**config.mk**
```make
export PLATFORM = sky130hd
export DESIGN_NAME = cla_serial_adder_ctrl
export DESIGN_NICKNAME = d
export VERILOG_FILES = /design/src/rtl/cla_ctrl_pkg.sv /design/src/rtl/CLA4Bit.sv /design/src/rtl/cla_serial_adder_ctrl.sv
export SDC_FILE = /design/constraint.sdc
export NUM_CORES = 1
export LEC_CHECK = 0
export CAP_MARGIN = 20
export CORE_MARGIN = 2
export CORE_UTILIZATION = 25
export DETAILED_ROUTE_END_ITERATION = 8
export SYNTH_ARGS = -nofsm -noshare
export SYNTH_HDL_FRONTEND = slang
export SYNTH_HIERARCHICAL = 1
export SYNTH_SLANG_ARGS = --single-unit
```
**constraint.sdc**
```tcl
create_clock -name clk -period 3.35 [get_ports clk]
set_input_delay 0.335 -clock clk [delete_from_list [all_inputs] [get_ports clk]]
set_output_delay 0.335 -clock clk [all_outputs]
set_load 0.01 [all_outputs]
```
**src/rtl/cla_ctrl_pkg.sv**
```systemverilog
// Shared constants and state encoding for the nibble-serial CLA adder/subtractor.
package cla_ctrl_pkg;

    localparam int NIBBLE_W = 4;

    typedef enum logic [1:0] {
        IDLE = 2'd0,
        RUN  = 2'd1,
        DONE = 2'd2
    } state_t;

endpackage

```
**src/rtl/CLA4Bit.sv**
```systemverilog
// 4-bit carry-lookahead adder slice with group propagate/generate outputs.
module CLA4Bit (
    input  logic [3:0] A,
    input  logic [3:0] B,
    input  logic       carryIn,
    output logic [3:0] Sum,
    output logic       carryOut,
    output logic       PG,
    output logic       GG
);

    logic [3:0] g_s;
    logic [3:0] p_s;
    logic [4:0] c_s;

    assign g_s = A & B;
    assign p_s = A ^ B;

    // Every carry is flattened to two logic levels from the slice inputs.
    assign c_s[0] = carryIn;
    assign c_s[1] = g_s[0] | (p_s[0] & carryIn);
    assign c_s[2] = g_s[1] | (p_s[1] & g_s[0]) | (p_s[1] & p_s[0] & carryIn);
    assign c_s[3] = g_s[2] | (p_s[2] & g_s[1]) | (p_s[2] & p_s[1] & g_s[0])
                  | (p_s[2] & p_s[1] & p_s[0] & carryIn);
    assign c_s[4] = g_s[3] | (p_s[3] & g_s[2]) | (p_s[3] & p_s[2] & g_s[1])
                  | (p_s[3] & p_s[2] & p_s[1] & g_s[0])
                  | (p_s[3] & p_s[2] & p_s[1] & p_s[0] & carryIn);

    assign Sum      = p_s ^ c_s[3:0];
    assign carryOut = c_s[4];
    assign PG       = &p_s;
    assign GG       = g_s[3] | (p_s[3] & g_s[2]) | (p_s[3] & p_s[2] & g_s[1])
                    | (p_s[3] & p_s[2] & p_s[1] & g_s[0]);

endmodule

```
**src/rtl/cla_serial_adder_ctrl.sv**
```systemverilog
// Wide add/subtract built by time-sharing one CLA4Bit slice, LSB nibble first,
// with a registered carry between passes and valid/ready handshakes on both sides.
module cla_serial_adder_ctrl
    import cla_ctrl_pkg::*;
#(
    parameter int WIDTH = 16
) (
    input  logic             clk,
    input  logic             rst,
    input  logic             in_valid,
    output logic             in_ready,
    input  logic [WIDTH-1:0] a,
    input  logic [WIDTH-1:0] b,
    input  logic             sub,
    input  logic             cin,
    output logic             out_valid,
    input  logic             out_ready,
    output logic [WIDTH-1:0] sum,
    output logic             cout,
    output logic             ovf
);

    localparam int NIB   = WIDTH / NIBBLE_W;
    localparam int IDX_W = (NIB > 1) ? $clog2(NIB) : 1;
    localparam logic [IDX_W-1:0] LAST_IDX = IDX_W'(NIB - 1);

    generate
        if (((WIDTH % NIBBLE_W) != 0) || (WIDTH < NIBBLE_W)) begin : g_bad_width
            $error("cla_serial_adder_ctrl: WIDTH must be a multiple of 4 and >= 4");
        end
    endgenerate

    state_t               state_r;
    logic [WIDTH-1:0]     a_r;
    logic [WIDTH-1:0]     b_r;
    logic                 carry_r;
    logic [IDX_W-1:0]     idx_r;
    logic [WIDTH-1:0]     sum_r;
    logic                 cout_r;
    logic                 ovf_r;

    logic [NIBBLE_W-1:0]  slice_a_s;
    logic [NIBBLE_W-1:0]  slice_b_s;
    logic [NIBBLE_W-1:0]  slice_sum_s;
    logic                 slice_cout_s;
    logic                 slice_pg_s;
    logic                 slice_gg_s;
    logic                 slice_unused_s;

    // Select the operand nibbles for the current pass.
    always_comb begin
        slice_a_s = a_r[idx_r*NIBBLE_W +: NIBBLE_W];
        slice_b_s = b_r[idx_r*NIBBLE_W +: NIBBLE_W];
    end

    CLA4Bit u_cla4 (
        .A        (slice_a_s),
        .B        (slice_b_s),
        .carryIn  (carry_r),
        .Sum      (slice_sum_s),
        .carryOut (slice_cout_s),
        .PG       (slice_pg_s),
        .GG       (slice_gg_s)
    );

    // Group propagate/generate are not needed for a single ripple of passes.
    assign slice_unused_s = slice_pg_s ^ slice_gg_s;

    // Sequencer: capture operands, run NIB passes, hold the result until taken.
    always_ff @(posedge clk or posedge rst) begin
        if (rst) begin
            state_r <= IDLE;
            a_r     <= '0;
            b_r     <= '0;
            carry_r <= 1'b0;
            idx_r   <= '0;
            sum_r   <= '0;
            cout_r  <= 1'b0;
            ovf_r   <= 1'b0;
        end else begin
            case (state_r)
                IDLE: begin
                    if (in_valid) begin
                        a_r     <= a;
                        // Subtraction is A + ~B + 1, so the +1 rides in on the carry.
                        b_r     <= b ^ {WIDTH{sub}};
                        carry_r <= sub ? 1'b1 : cin;
                        idx_r   <= '0;
                        state_r <= RUN;
                    end else begin
                        state_r <= IDLE;
                    end
                end
                RUN: begin
                    sum_r[idx_r*NIBBLE_W +: NIBBLE_W] <= slice_sum_s;
                    carry_r <= slice_cout_s;
                    if (idx_r == LAST_IDX) begin
                        cout_r  <= slice_cout_s;
                        ovf_r   <= (a_r[WIDTH-1] == b_r[WIDTH-1]) &&
                                   (slice_sum_s[NIBBLE_W-1] != a_r[WIDTH-1]);
                        state_r <= DONE;
                    end else begin
                        idx_r   <= idx_r + IDX_W'(1);
                    end
                end
                DONE: begin
                    if (out_ready) begin
                        state_r <= IDLE;
                    end else begin
                        state_r <= DONE;
                    end
                end
                default: begin
                    state_r <= IDLE;
                end
            endcase
        end
    end

    assign in_ready  = (state_r == IDLE);
    assign out_valid = (state_r == DONE);
    assign sum       = sum_r;
    assign cout      = cout_r;
    assign ovf       = ovf_r;

endmodule

```
=== After elaboration in Yosys (flattened, before gate mapping) ===
Cells that the tools add are included.

* Add/subtract/negate cells: 2
* Equality and inequality tests: 8
* Shifts and indexed selects: 4
* Mux-type cells: 11
* Bitwise gates (word level): 30
* Reduce and logical (&&, ||, !) cells: 7

{| class="wikitable"
|+ Operators by type and width
! operator !! count
|-
| 4-bit negation with 34-bit output || 1
|-
| 4-bit by 34-bit variable shift with 16-bit output (first input constant) || 1
|-
| 4-bit by 34-bit variable part select with 16-bit output || 1
|-
| 16-bit by 5-bit variable part select with 4-bit output || 2
|-
| 1-bit AND || 16
|-
| 16-bit bitwise mux || 1
|-
| 16-bit XOR || 1
|-
| 1-bit bitwise OR || 10
|-
| 2-bit two-way mux || 4
|-
| 4-bit XOR || 2
|-
| 2-bit inequality test (second input constant) || 3
|-
| 2-bit one-hot mux with 3 select lines || 1
|-
| 2-bit AND reduction || 3
|-
| 4-bit AND || 1
|-
| 2-bit == test (second input constant) || 2
|-
| 2-bit one-hot mux with 2 select lines || 1
|-
| 1-bit two-way mux || 3
|-
| 3-bit AND reduction || 1
|-
| 2-bit by 1-bit adder with 2-bit output (second input constant) || 1
|-
| 2-bit by 1-bit == test with 1-bit output (second input constant) || 1
|-
| 2-bit zero test || 1
|-
| 1-bit one-hot mux with 2 select lines || 1
|-
| 2-bit nonzero test || 1
|-
| 1-bit == test || 1
|-
| 2 further kinds || 2
|}

* Register bits: 55
* Input port bits: 38
* Output and inout port bits: 20
* Word-level logic and storage cells: 70

=== Logic depth before layout (Yosys ltp) ===
* Word-level depth: 9
* Gate-level depth with buffers: 9
* Gate-level depth less buffers: 8

=== Hierarchy ===
The synthesis kept the hierarchy.

{| class="wikitable"
|+ By module, submodules not included
! module !! times used !! cells each !! area each (um^2) !! seq. area each (um^2)
|-
| cla_serial_adder_ctrl || 1 || 197 || 2646.3 || 1376.3
|-
| CLA4Bit || 1 || 23 || 195.2 || 0.0
|}

=== Worst setup path before layout ===
No wires, ideal clock.

* Kind: flip-flop to flip-flop
* From: reg idx_r[0]
* To: reg ovf_r, in the netlist ovf
* Arrival: 2.579 ns
* Setup slack: 0.689 ns
* Cell stages (with the launch flop): 10
* Path through: dfrtp_1 > buf_2 > mux4_2 > ha_1 > a41oi_1 > o21ai_2 > xor2_1 > nor3b_1 > a21oi_1 > o21ai_0

* Longest elaborated chain between the ends: 9

{| class="wikitable"
|+ Ends and longest elaborated chain
! element !! line !! source
|-
| from (decl) || cla_serial_adder_ctrl.sv:37 || <nowiki>logic [IDX_W-1:0] idx_r;</nowiki>
|-
| from (signal assigned) || cla_serial_adder_ctrl.sv:103 || <nowiki>idx_r <= idx_r + IDX_W'(1);</nowiki>
|-
| 16-bit by 5-bit variable part select with 4-bit output (*) || cla_serial_adder_ctrl.sv:52 || <nowiki>slice_a_s = a_r[idx_r*NIBBLE_W +: NIBBLE_W];</nowiki>
|-
| named net slice_a_s[2] || cla_serial_adder_ctrl.sv:42 || <nowiki>logic [NIBBLE_W-1:0] slice_a_s;</nowiki>
|-
| 4-bit XOR || CLA4Bit.sv:17 || <nowiki>assign p_s = A ^ B;</nowiki>
|-
| 1-bit AND, on equally long branches || CLA4Bit.sv:23, CLA4Bit.sv:24 ||
|-
| 1-bit bitwise OR (tied with other cells) || CLA4Bit.sv:23 || <nowiki>assign c_s[3] = g_s[2] | (p_s[2] & g_s[1]) | (p_s[2] & p_s[1] & g_s[0])</nowiki>
|-
| 1-bit bitwise OR / 1-bit AND (equally long branches) || CLA4Bit.sv:23, CLA4Bit.sv:24 ||
|-
| 1-bit bitwise OR (*) || CLA4Bit.sv:24 || <nowiki>| (p_s[2] & p_s[1] & p_s[0] & carryIn);</nowiki>
|-
| 4-bit XOR (*) || CLA4Bit.sv:29 || <nowiki>assign Sum = p_s ^ c_s[3:0];</nowiki>
|-
| named net slice_sum_s[3] || cla_serial_adder_ctrl.sv:44 || <nowiki>logic [NIBBLE_W-1:0] slice_sum_s;</nowiki>
|-
| 1-bit inequality test (*) || cla_serial_adder_ctrl.sv:100 || <nowiki>(slice_sum_s[NIBBLE_W-1] != a_r[WIDTH-1]);</nowiki>
|-
| 1-bit logical AND (*) || cla_serial_adder_ctrl.sv:99 || <nowiki>ovf_r <= (a_r[WIDTH-1] == b_r[WIDTH-1]) &&</nowiki>
|-
| to (signal assigned) || cla_serial_adder_ctrl.sv:99 ||
|-
| to (decl) || cla_serial_adder_ctrl.sv:40 || <nowiki>logic ovf_r;</nowiki>
|}

The timed path passes the listed nets; every way through them passes the cells marked *.
A chain may end at the register's enable or synchronous reset.

=== Worst setup path after layout ===
Same ends and word-level chain as after synthesis.

==> impl_results.md <==
* Layout area overhead at 30.21%
* GRT Overall Usage at 0.1031
* Slew HR at 0.3657
* Post-place instance area at between 3000 and 4000 um^2
* Fin Setup TNS at 0 ps
* DRT Wirelength at roughly 5900 um
* Status: finished, final reports clean
* Largest net degree at the start of global routing at 52
* Sw Share at 0.4061
* Switching pwr at 0.001565 W
* H-tree levels at 2
* RSZ-0062 raised after global routing: no
* Clock share of power at 0.132
* Commonest non-fill, non-tap cells in the layout: 57 x clkdlybuf4s50_1, 55 x dfrtp_1, 21 x nor2_1
* Area of the multi-input gates at around 1300 um^2
* Crit path largest cell delay at between 600 and 700 ps
* CTS tree: yes
* Vias in the first global route at roughly 1,800
* Die Wd at 110.1 um
* Worst Slack Setup Final at between 600 and 700 ps
* Worst setup EP type: register
* CTS-repair resized insts at 0
* Reg2Reg Depth at 8
* Total iterations of the first detailed-routing run at 4
* Class of the most critical setup path: register to register
* Non-filler cells, final at 417
* Filler cells at around 1,100
* Final worst-path cycle share at 0.7962
* Die area at between 10,000 and 15,000 um^2
* FF-to-FF setup slack at slightly below 700 ps
* CTS Buf Count at 5
* Overflow after GRT at 0
* Static Leak at 1.502 nW
* Internal power at about 0.0023 W
* Place WS at between 600 and 700 ps
* Post-CTS Hold Buffers at 0
* Critical Path Fanout Max at 10
* NumNets Final at around 330
* Syn Nets at about 270
* Die H at between 100 and 150 um
* Crit-path slowest cell: dfrtp_1
* First-pass GRT wire length at 9549 um
* Worst-margin pin slew at between 900 and 1000 ps
* Endpoints failing hold at 0
* Reg power frac at 0.312
* PortBufs at 57
* Remaining DRCs at 0
* Final setup viols at 0
* Startpoint types: register
* Clock Pin Slew Worst Setup and Hold Paths at 70 ps
* Root Buffer: clkbuf_16
* Max-slew violation count at 0
* CP required at ~3600 ps
* Core ar. at 10,940 um^2
* DR vias/cell at approximately 4.3
* Cell area after layout at 3667 um^2
* Worst-Skew Late Latency at 290 ps
* Clock Sinks at 55
* Worst Hold Class: input port to async pin
* Routed Antenna Nets at 0
* Drt initial violations at 37
* Post-CTS Setup Repair Bufs at 0
* Period minus WS final at roughly 2700 ps
* Reg area at ~1400 um^2
* Critical-path cell list: mux4_2 > ha_1 > a41oi_1 > o21ai_2 > xor2_1 > nor3b_1 > a21oi_1 > o21ai_0
* Max frequency at between 0.3 and 0.4 GHz
* DR WL/cell at approximately 14 um
* Cell area power density at between 1000 and 1500 nW/um^2
* I/O Pins at 58
* Layout cell share with drive strength beyond 1 at 0.1841
* Placed insts at roughly 400
* Synth warnings at 6
* Vias post-DR at around 1,800
* Peak VDD IR at ~0.53 mV
* Mean area per synthesized cell at 12.98 um^2
* Mapped Area at ~2800 um^2
* Hpwl dp at 4516 um
* Final Skew at between 5 and 6 ps
* Number of cell rows at 38
* CP arrival at 2880 ps
* Combinational share of power at 0.557
* Most common cell after layout, fill and taps aside: clkdlybuf4s50_1
* Initial antenna violation count at 0
* Smallest hold slack at about 320 ps
* Max-cap viol count at 0
* Starting Density at 0.2576
* Ant diodes at 0
* CTS max path bufs at 2
* Gpl congestion at 0.7788
* Synth Instances at ~220
[worst max-delay path, delay by kind of cell (launching register included)]
kind / cells / cell delay [ps]
AO/OA/AOI/OAI: 4 / 570
XOR/XNOR: 1 / 230
adder cells (fa/ha/maj): 1 / 350
flip-flops: 1 / 660
multiplexers: 1 / 570
AND/OR/NAND/NOR: 1 / 220
[power by group through the flow]
stage | logic (W) | registers, W | clock network (W)
6_report | 0.00215 | 0.00120 | 0.000507
5_1_grt | 0.00236 | 0.00125 | 0.000555
4_1_cts | 0.00218 | 0.00121 | 0.000525
3_5_place_dp | 0.00217 | 0.00122 | 0
3_3_place_gp | 0.00213 | 0.00121 | 0
2_1_floorplan | 0.00154 | 0.00113 | 0
[cell type report]
class,count,share of cell area
multi-input combinational,142,0.3603
timing repair buffer,63,0.1679
sequential,55,0.3753
clock buffer,5,0.03412
clock inverter,3,0.005459
inverter,9,0.009212
tap,140,0.04777
[path summary, 6_finish.rpt]
| kind | startpoint | to |
|---|---|---|
| min in group clk | ovf$_DFFE_PP0P_ | ovf$_DFFE_PP0P_ |
| max in group asynchronous | rst | idx_r[1]$_DFFE_PP0P_ |
| worst min register to register | ovf$_DFFE_PP0P_ | ovf$_DFFE_PP0P_ |
| worst min-delay path | rst | sum[0]$_DFFE_PP0P_ |
| worst max register to register | idx_r[0]$_DFFE_PP0P_ | ovf$_DFFE_PP0P_ |
| worst max-delay path | idx_r[0]$_DFFE_PP0P_ | ovf$_DFFE_PP0P_ |
[registers in the layout, indices dropped and copies added, names as in the netlist]
| register | count |
|---|---|
| a_r | 16 |
| b_r | 16 |
| carry_r | 1 |
| cout | 1 |
| idx_r | 2 |
| ovf | 1 |
| state_r | 2 |
| sum | 16 |
[layer usage]
metal,track usage,wire [um]
met4,0.01875,43
met3,0.02410,246
met1,0.1430,2860
met5,0,0
met2,0.1661,2776
[stage by stage]
step / power, W / utilization
floorplan: 0.002674 / -
global placement: 0.003345 / 0.3221
detailed placement: 0.003388 / 0.3221
CTS: 0.003913 / 0.3354
global route: 0.004169 / 0.3354
finish: 0.003855 / 0.3354
Note: power is estimated with default switching activity, not from simulation.
